## src/rtl/hwpe_stream_merge_stride_ctrl.sv

```systemverilog
// Strided stream merge sequencer: buffers one beat per input lane and emits an element-interleaved
// beat whenever every lane holds data, for a transfer of len_i output beats per start_i.
module hwpe_stream_merge_stride_ctrl #(
    parameter int unsigned NB_IN_STREAMS  = 4,
    parameter int unsigned ELEMENT_WIDTH  = 16,
    parameter int unsigned ELEMENT_STRIDE = 4,
    parameter int unsigned DATA_WIDTH_IN  = 64,
    parameter int unsigned LEN_WIDTH      = 16
) (
    input  logic                                       clk_i,
    input  logic                                       rst_i,
    input  logic                                       clear_i,
    input  logic                                       start_i,
    input  logic [LEN_WIDTH-1:0]                       len_i,
    output logic                                       busy_o,
    output logic                                       done_o,
    output logic [LEN_WIDTH-1:0]                       beat_cnt_o,
    output logic [1:0]                                 state_dbg_o,
    input  logic [NB_IN_STREAMS-1:0]                   push_valid_i,
    input  logic [NB_IN_STREAMS*DATA_WIDTH_IN-1:0]     push_data_i,
    input  logic [NB_IN_STREAMS*DATA_WIDTH_IN/8-1:0]   push_strb_i,
    output logic [NB_IN_STREAMS-1:0]                   push_ready_o,
    output logic                                       pop_valid_o,
    output logic [NB_IN_STREAMS*DATA_WIDTH_IN-1:0]     pop_data_o,
    output logic [NB_IN_STREAMS*DATA_WIDTH_IN/8-1:0]   pop_strb_o,
    input  logic                                       pop_ready_i
);

    localparam int unsigned NB = NB_IN_STREAMS;
    localparam int unsigned DW = DATA_WIDTH_IN;
    localparam int unsigned SW = DATA_WIDTH_IN / 8;
    localparam int unsigned EW = ELEMENT_WIDTH;
    localparam int unsigned EB = ELEMENT_WIDTH / 8;

    typedef enum logic [1:0] {
        ST_IDLE = 2'd0,
        ST_RUN  = 2'd1,
        ST_DONE = 2'd2
    } state_e;

    state_e                         state_q, state_d;
    logic [LEN_WIDTH-1:0]           len_q, len_d;
    logic [LEN_WIDTH-1:0]           beat_cnt_q, beat_cnt_d;
    logic                           zero_done_q, zero_done_d;
    logic [NB-1:0]                  full_q, full_d;
    logic [NB-1:0][LEN_WIDTH-1:0]   lane_cnt_q, lane_cnt_d;
    logic [NB-1:0][DW-1:0]          data_q;
    logic [NB-1:0][SW-1:0]          strb_q;

    logic                           run;
    logic                           start_accept;
    logic                           pop_fire;
    logic [NB-1:0]                  push_fire;

    // Valid/ready: a beat transfers on a cycle where valid and ready are both high at the
    // rising clock edge; valid never waits on ready, and ready never looks at valid.
    assign run          = (state_q == ST_RUN);
    assign start_accept = (state_q == ST_IDLE) && start_i && (len_i != '0);
    assign pop_valid_o  = run && (&full_q);
    assign pop_fire     = pop_valid_o && pop_ready_i;
    assign busy_o       = run;
    assign done_o       = (state_q == ST_DONE) || zero_done_q;
    assign beat_cnt_o   = beat_cnt_q;
    assign state_dbg_o  = state_q;

    always_comb begin
        state_d     = state_q;
        len_d       = len_q;
        beat_cnt_d  = beat_cnt_q;
        zero_done_d = 1'b0;
        unique case (state_q)
            ST_IDLE: begin
                if (start_i) begin
                    if (len_i != '0) begin
                        state_d    = ST_RUN;
                        len_d      = len_i;
                        beat_cnt_d = '0;
                    end else begin
                        // Empty transfer: report completion without ever going busy.
                        zero_done_d = 1'b1;
                    end
                end
            end
            ST_RUN: begin
                if (pop_fire) begin
                    beat_cnt_d = beat_cnt_q + LEN_WIDTH'(1);
                    if (beat_cnt_q == len_q - LEN_WIDTH'(1)) begin
                        state_d = ST_DONE;
                    end
                end
            end
            ST_DONE: state_d = ST_IDLE;
            default: state_d = ST_IDLE;
        endcase
    end

    // A full lane can take a new beat in the same cycle its current beat leaves.
    always_comb begin
        for (int ii = 0; ii < NB; ii++) begin
            push_ready_o[ii] = run && (lane_cnt_q[ii] < len_q) && (!full_q[ii] || pop_fire);
            push_fire[ii]    = push_ready_o[ii] && push_valid_i[ii];
            full_d[ii]       = full_q[ii];
            lane_cnt_d[ii]   = lane_cnt_q[ii];
            if (start_accept) begin
                lane_cnt_d[ii] = '0;
            end
            if (push_fire[ii]) begin
                full_d[ii]     = 1'b1;
                lane_cnt_d[ii] = lane_cnt_q[ii] + LEN_WIDTH'(1);
            end else if (pop_fire) begin
                full_d[ii] = 1'b0;
            end
        end
    end

    always_ff @(posedge clk_i) begin
        if (rst_i || clear_i) begin
            state_q     <= ST_IDLE;
            len_q       <= '0;
            beat_cnt_q  <= '0;
            zero_done_q <= 1'b0;
            full_q      <= '0;
            lane_cnt_q  <= '0;
        end else begin
            state_q     <= state_d;
            len_q       <= len_d;
            beat_cnt_q  <= beat_cnt_d;
            zero_done_q <= zero_done_d;
            full_q      <= full_d;
            lane_cnt_q  <= lane_cnt_d;
        end
    end

    // Payload registers need no reset: they are only observed behind full_q.
    always_ff @(posedge clk_i) begin
        for (int ii = 0; ii < NB; ii++) begin
            if (push_fire[ii]) begin
                data_q[ii] <= push_data_i[ii*DW +: DW];
                strb_q[ii] <= push_strb_i[ii*SW +: SW];
            end
        end
    end

    // Output element k = jj*NB + ii carries element jj of lane ii.
    always_comb begin
        pop_data_o = '0;
        pop_strb_o = '0;
        for (int jj = 0; jj < ELEMENT_STRIDE; jj++) begin
            for (int ii = 0; ii < NB; ii++) begin
                pop_data_o[(jj*NB+ii)*EW +: EW] = data_q[ii][jj*EW +: EW];
                pop_strb_o[(jj*NB+ii)*EB +: EB] = strb_q[ii][jj*EB +: EB];
            end
        end
    end

endmodule

```

## config.mk

```make
export PLATFORM = sky130hd
export DESIGN_NAME = hwpe_stream_merge_stride_ctrl
export DESIGN_NICKNAME = d
export VERILOG_FILES = /design/src/rtl/hwpe_stream_merge_stride_ctrl.sv
export SDC_FILE = /design/constraint.sdc
export NUM_CORES = 1
export LEC_CHECK = 0
export ABC_AREA = 1
export CORE_MARGIN = 5
export CORE_UTILIZATION = 24
export CTS_CLUSTER_SIZE = 28
export DETAILED_ROUTE_END_ITERATION = 6
export PLACE_DENSITY = 0.56
export SYNTH_ARGS = -nofsm -noshare
export SYNTH_HDL_FRONTEND = slang
export SYNTH_SLANG_ARGS = --single-unit
```

## constraint.sdc

```tcl
create_clock -name clk_i -period 5.3 [get_ports clk_i]
set_input_delay 0.795 -clock clk_i [delete_from_list [all_inputs] [get_ports clk_i]]
set_output_delay 0.795 -clock clk_i [all_outputs]
set_load 0.03 [all_outputs]
```

==> reports/metrics.cfg <==
[routing]
wl_mm = 63.6
ant_nets = 0
drt_pass1_iterations = 6
remaining_drc_errors = 0
drt_iter0_drc = 1282
wl_per_cell_um = 20.9
vias_per_cell = 4.52
routed-via-count = 13800

[global_route]
grt_pass1_wl_mm = 89.9
grtUsageMet2_pct = 26.2
use_met3_pct = 6.12
overflow = 0
grt_use_met1_pct = 19.6
gr-usage-all-layers_pct = 16.0
grt_pass1_vias = 13200
grt_start_max_net_pins = 73
antenna_found_initial = 24
busiest_layer = met2

[clock_tree]
numCtsBuffers = 45
clkSinkCount = 391
hold_buffers = 0
clock_path_buffers = 3
cts_tree = built
post_cts_buffers = 0
cts_resized = 0
clk_pin_slew_ns = 0.06
root_buffer = clkbuf_16
htree_levels = 2
clock_latency_ns = 0.56

[logic_synthesis]
synth_seq_area_share_pct = 64.8
ys_types = 40
synth_warnings = 0
ys_async_sr_fraction_pct = 0
synth_flop_cell = edfxtp_1
synth_edf_count = 288
synth_top_area_share_pct = 52.4
synth_area_leaders = edfxtp_1 52%, dfxtp_1 12%, nand2_1 5.8%, ha_1 5.0%, nand3_1 3.6%
synth_area_leader_cell = edfxtp_1
synth_area_um2 = 16500
synthCells = 1479
synth.avg_cell_area_um2 = 11.2
syn_nets = 1858
ys_ff_latch = 391

[run_status]
status = complete, no violations

[run]
maxCapViolations = 0

[floorplan]
dieWidth_um = 272
rows = 96
initial_core_util_pct = 24.1
pin_count = 626
core_area_um2 = 68500
fp.dieH_um = 272
dieArea_um2 = 74200

[timing]
finalSetupViolations = 0
worst_pin_slew_ns = 1.01
clock_skew_ns = 0.0196
tns_ns = 0
rsz0062_at_grt = false
maxSlewViolCount = 0
slew_headroom_pct = 32.6
period_minus_slack_ns = 4.10
hold_violations = 0
max_freq_ghz = 0.244
fin_crit_sh_pct = 77.4

[placement]
dp_hpwl_mm = 50.1
postPlaceCellArea_um2 = 23700
dp.cells = 2948
numPortBuffers = 625
place.gp.congestion = 0.903

[layout]
areaGrowthSynthToFinish_pct = 52.6
layout-drive-gt1-share_pct = 4.80
final_cell_mix = 625 x clkdlybuf4s50_1, 288 x edfxtp_1, 255 x nand2_1, 135 x inv_1, 119 x nand3_1
stdcell_count = 3041
fin_nets = 2492
final_area_um2 = 25200
final_common_cell = clkdlybuf4s50_1

[setup_path]
start_kind = flop
rr_worst_depth = 10
crit_slowest_cell = clkdlybuf4s50_1
endpoint_kind = output port
path_cells = inv_1, ha_1, nand2_1, inv_1, nor3_1, nand2_1, nand2_1, nand2_1, nand2_2, nand2_1, inv_1, clkdlybuf4s50_1
crit_family = buffers and inverters
slowest_delay_ns = 0.66
crit_cells = 12
path_max_fanout = 17
worst_ep_arrival_time_ns = 3.31
critical_path_class = flop to output port
path_common_cell = nand2_1
worstPathRequired_ns = 4.51
crit_buf_inv = 4

[pwr]
combPwrFrac_pct = 11.1
p_leak_uw = 0.00919
sw_frac_of_total_pct = 23.6
p_per_area_nw_per_um2 = 288
vdd.ir_drop.worst_mv = 0.182
internal_power_uw = 5540
switching_power_uw = 1710
clkPwrFrac_pct = 42.2
seq_power_share_pct = 46.7

[worst_hold_path]
hp-class = flop to flop
hold_depth = 2

-- path summary, 6_finish.rpt --
kind | end | startpoint | slack (ns)
worst min-delay path | lane_cnt_q[13] | lane_cnt_q[13] | 0.51
worst min register to register | lane_cnt_q[13] | lane_cnt_q[13] | 0.51
worst max-delay path | push_ready_o[3] | len_q[7] | 1.20
worst max register to register | pop_data_o[213] | len_q[9] | 1.87
-- cell usage after synthesis (2+ instances only) --
library cell  instances
o21bai_1              3
nand3_4               4
dfxtp_1             103
o211ai_1              2
edfxtp_1            288
a31o_2                2
or2_2                 3
clkinv_2              4
nand3b_1              5
or2_1                 2
o21ai_0              30
nor2_1               98
buf_4                 5
xor2_1               44
inv_1               139
nor3_1               22
nand2_1             256
nand4_1              82
o21a_1                2
nor4_1                7
ha_1                 66
nand2_2               5
clkbuf_2              3
buf_2                10
xnor2_1              13
clkbuf_1             24
buf_6                 5
o211ai_2              2
a211oi_1              7
inv_2                 5
nand3_1             119
a21oi_1             111
-- sequential cells by signal, summed over array words and instances, names as in the netlist --
| name | cells |
|---|---|
| pop_strb_o | 32 |
| state_dbg_o | 2 |
| lane_cnt_q | 64 |
| beat_cnt_o | 16 |
| pop_data_o | 256 |
| len_q | 16 |
| zero_done_q | 1 |
| full_q | 4 |
-- worst min-delay path, cell delays in order, from the launching register on --
cell	delay [ns]
dfxtp_1	0.33
nand3_1	0.08
a21oi_1	0.06
-- through the flow --
| step | hold WS, ns | power (uW) | utilization [%] | setup slack (ns) |
|---|---|---|---|---|
| 2_1_floorplan | 0.468 | 3810 | - | 1.75 |
| 3_3_place_gp | 0.490 | 4250 | 34.7 | 1.30 |
| 3_5_place_dp | 0.503 | 4260 | 34.7 | 1.28 |
| 4_1_cts | 0.511 | 7370 | 36.8 | 1.13 |
| 5_1_grt | 0.542 | 7550 | 36.8 | 0.941 |
| 6_report | 0.510 | 7250 | 36.8 | 1.20 |
-- metal layers --
layer / vias up / routed length (um) / part of all wire (%)
met5: - / 133 / 0.21
met1: 6559 / 24900 / 39
met2: 582 / 30400 / 48
li1: 6483 / - / -
met4: 22 / 1530 / 2.4
met3: 111 / 6700 / 11
-- power by group through the flow --
| stage | Sequential [uW] | Clock [uW] | Combinational, uW |
|---|---|---|---|
| 5_1_grt | 3390 | 3300 | 858 |
| 3_3_place_gp | 3450 | 0 | 795 |
| 6_report | 3390 | 3060 | 804 |
| 4_1_cts | 3390 | 3170 | 807 |
| 2_1_floorplan | 3560 | 0 | 247 |
| 3_5_place_dp | 3450 | 0 | 804 |
-- cells by family after synthesis --
| logic type | synth area share [%] |
|---|---|
| XOR/XNOR | 3.02 |
| AO/OA/AOI/OAI | 5.25 |
| buffers and inverters | 4.92 |
| AND/OR/NAND/NOR | 17.0 |
| flip-flops | 64.8 |
| adder cells (fa/ha/maj) | 5.00 |
-- final cells by class --
type | instances | area [um^2]
Clock inverter | 20 | 200
Sequential cell | 391 | 10700
Antenna cell | 11 | 27.5
Clock buffer | 62 | 1230
Fill cell | 6640 | 43300
Inverter | 148 | 562
Multi-Input combinational cell | 892 | 5000
Tap cell | 882 | 1100
Timing Repair Buffer | 635 | 6370
Power figures use the tool's default switching activity.
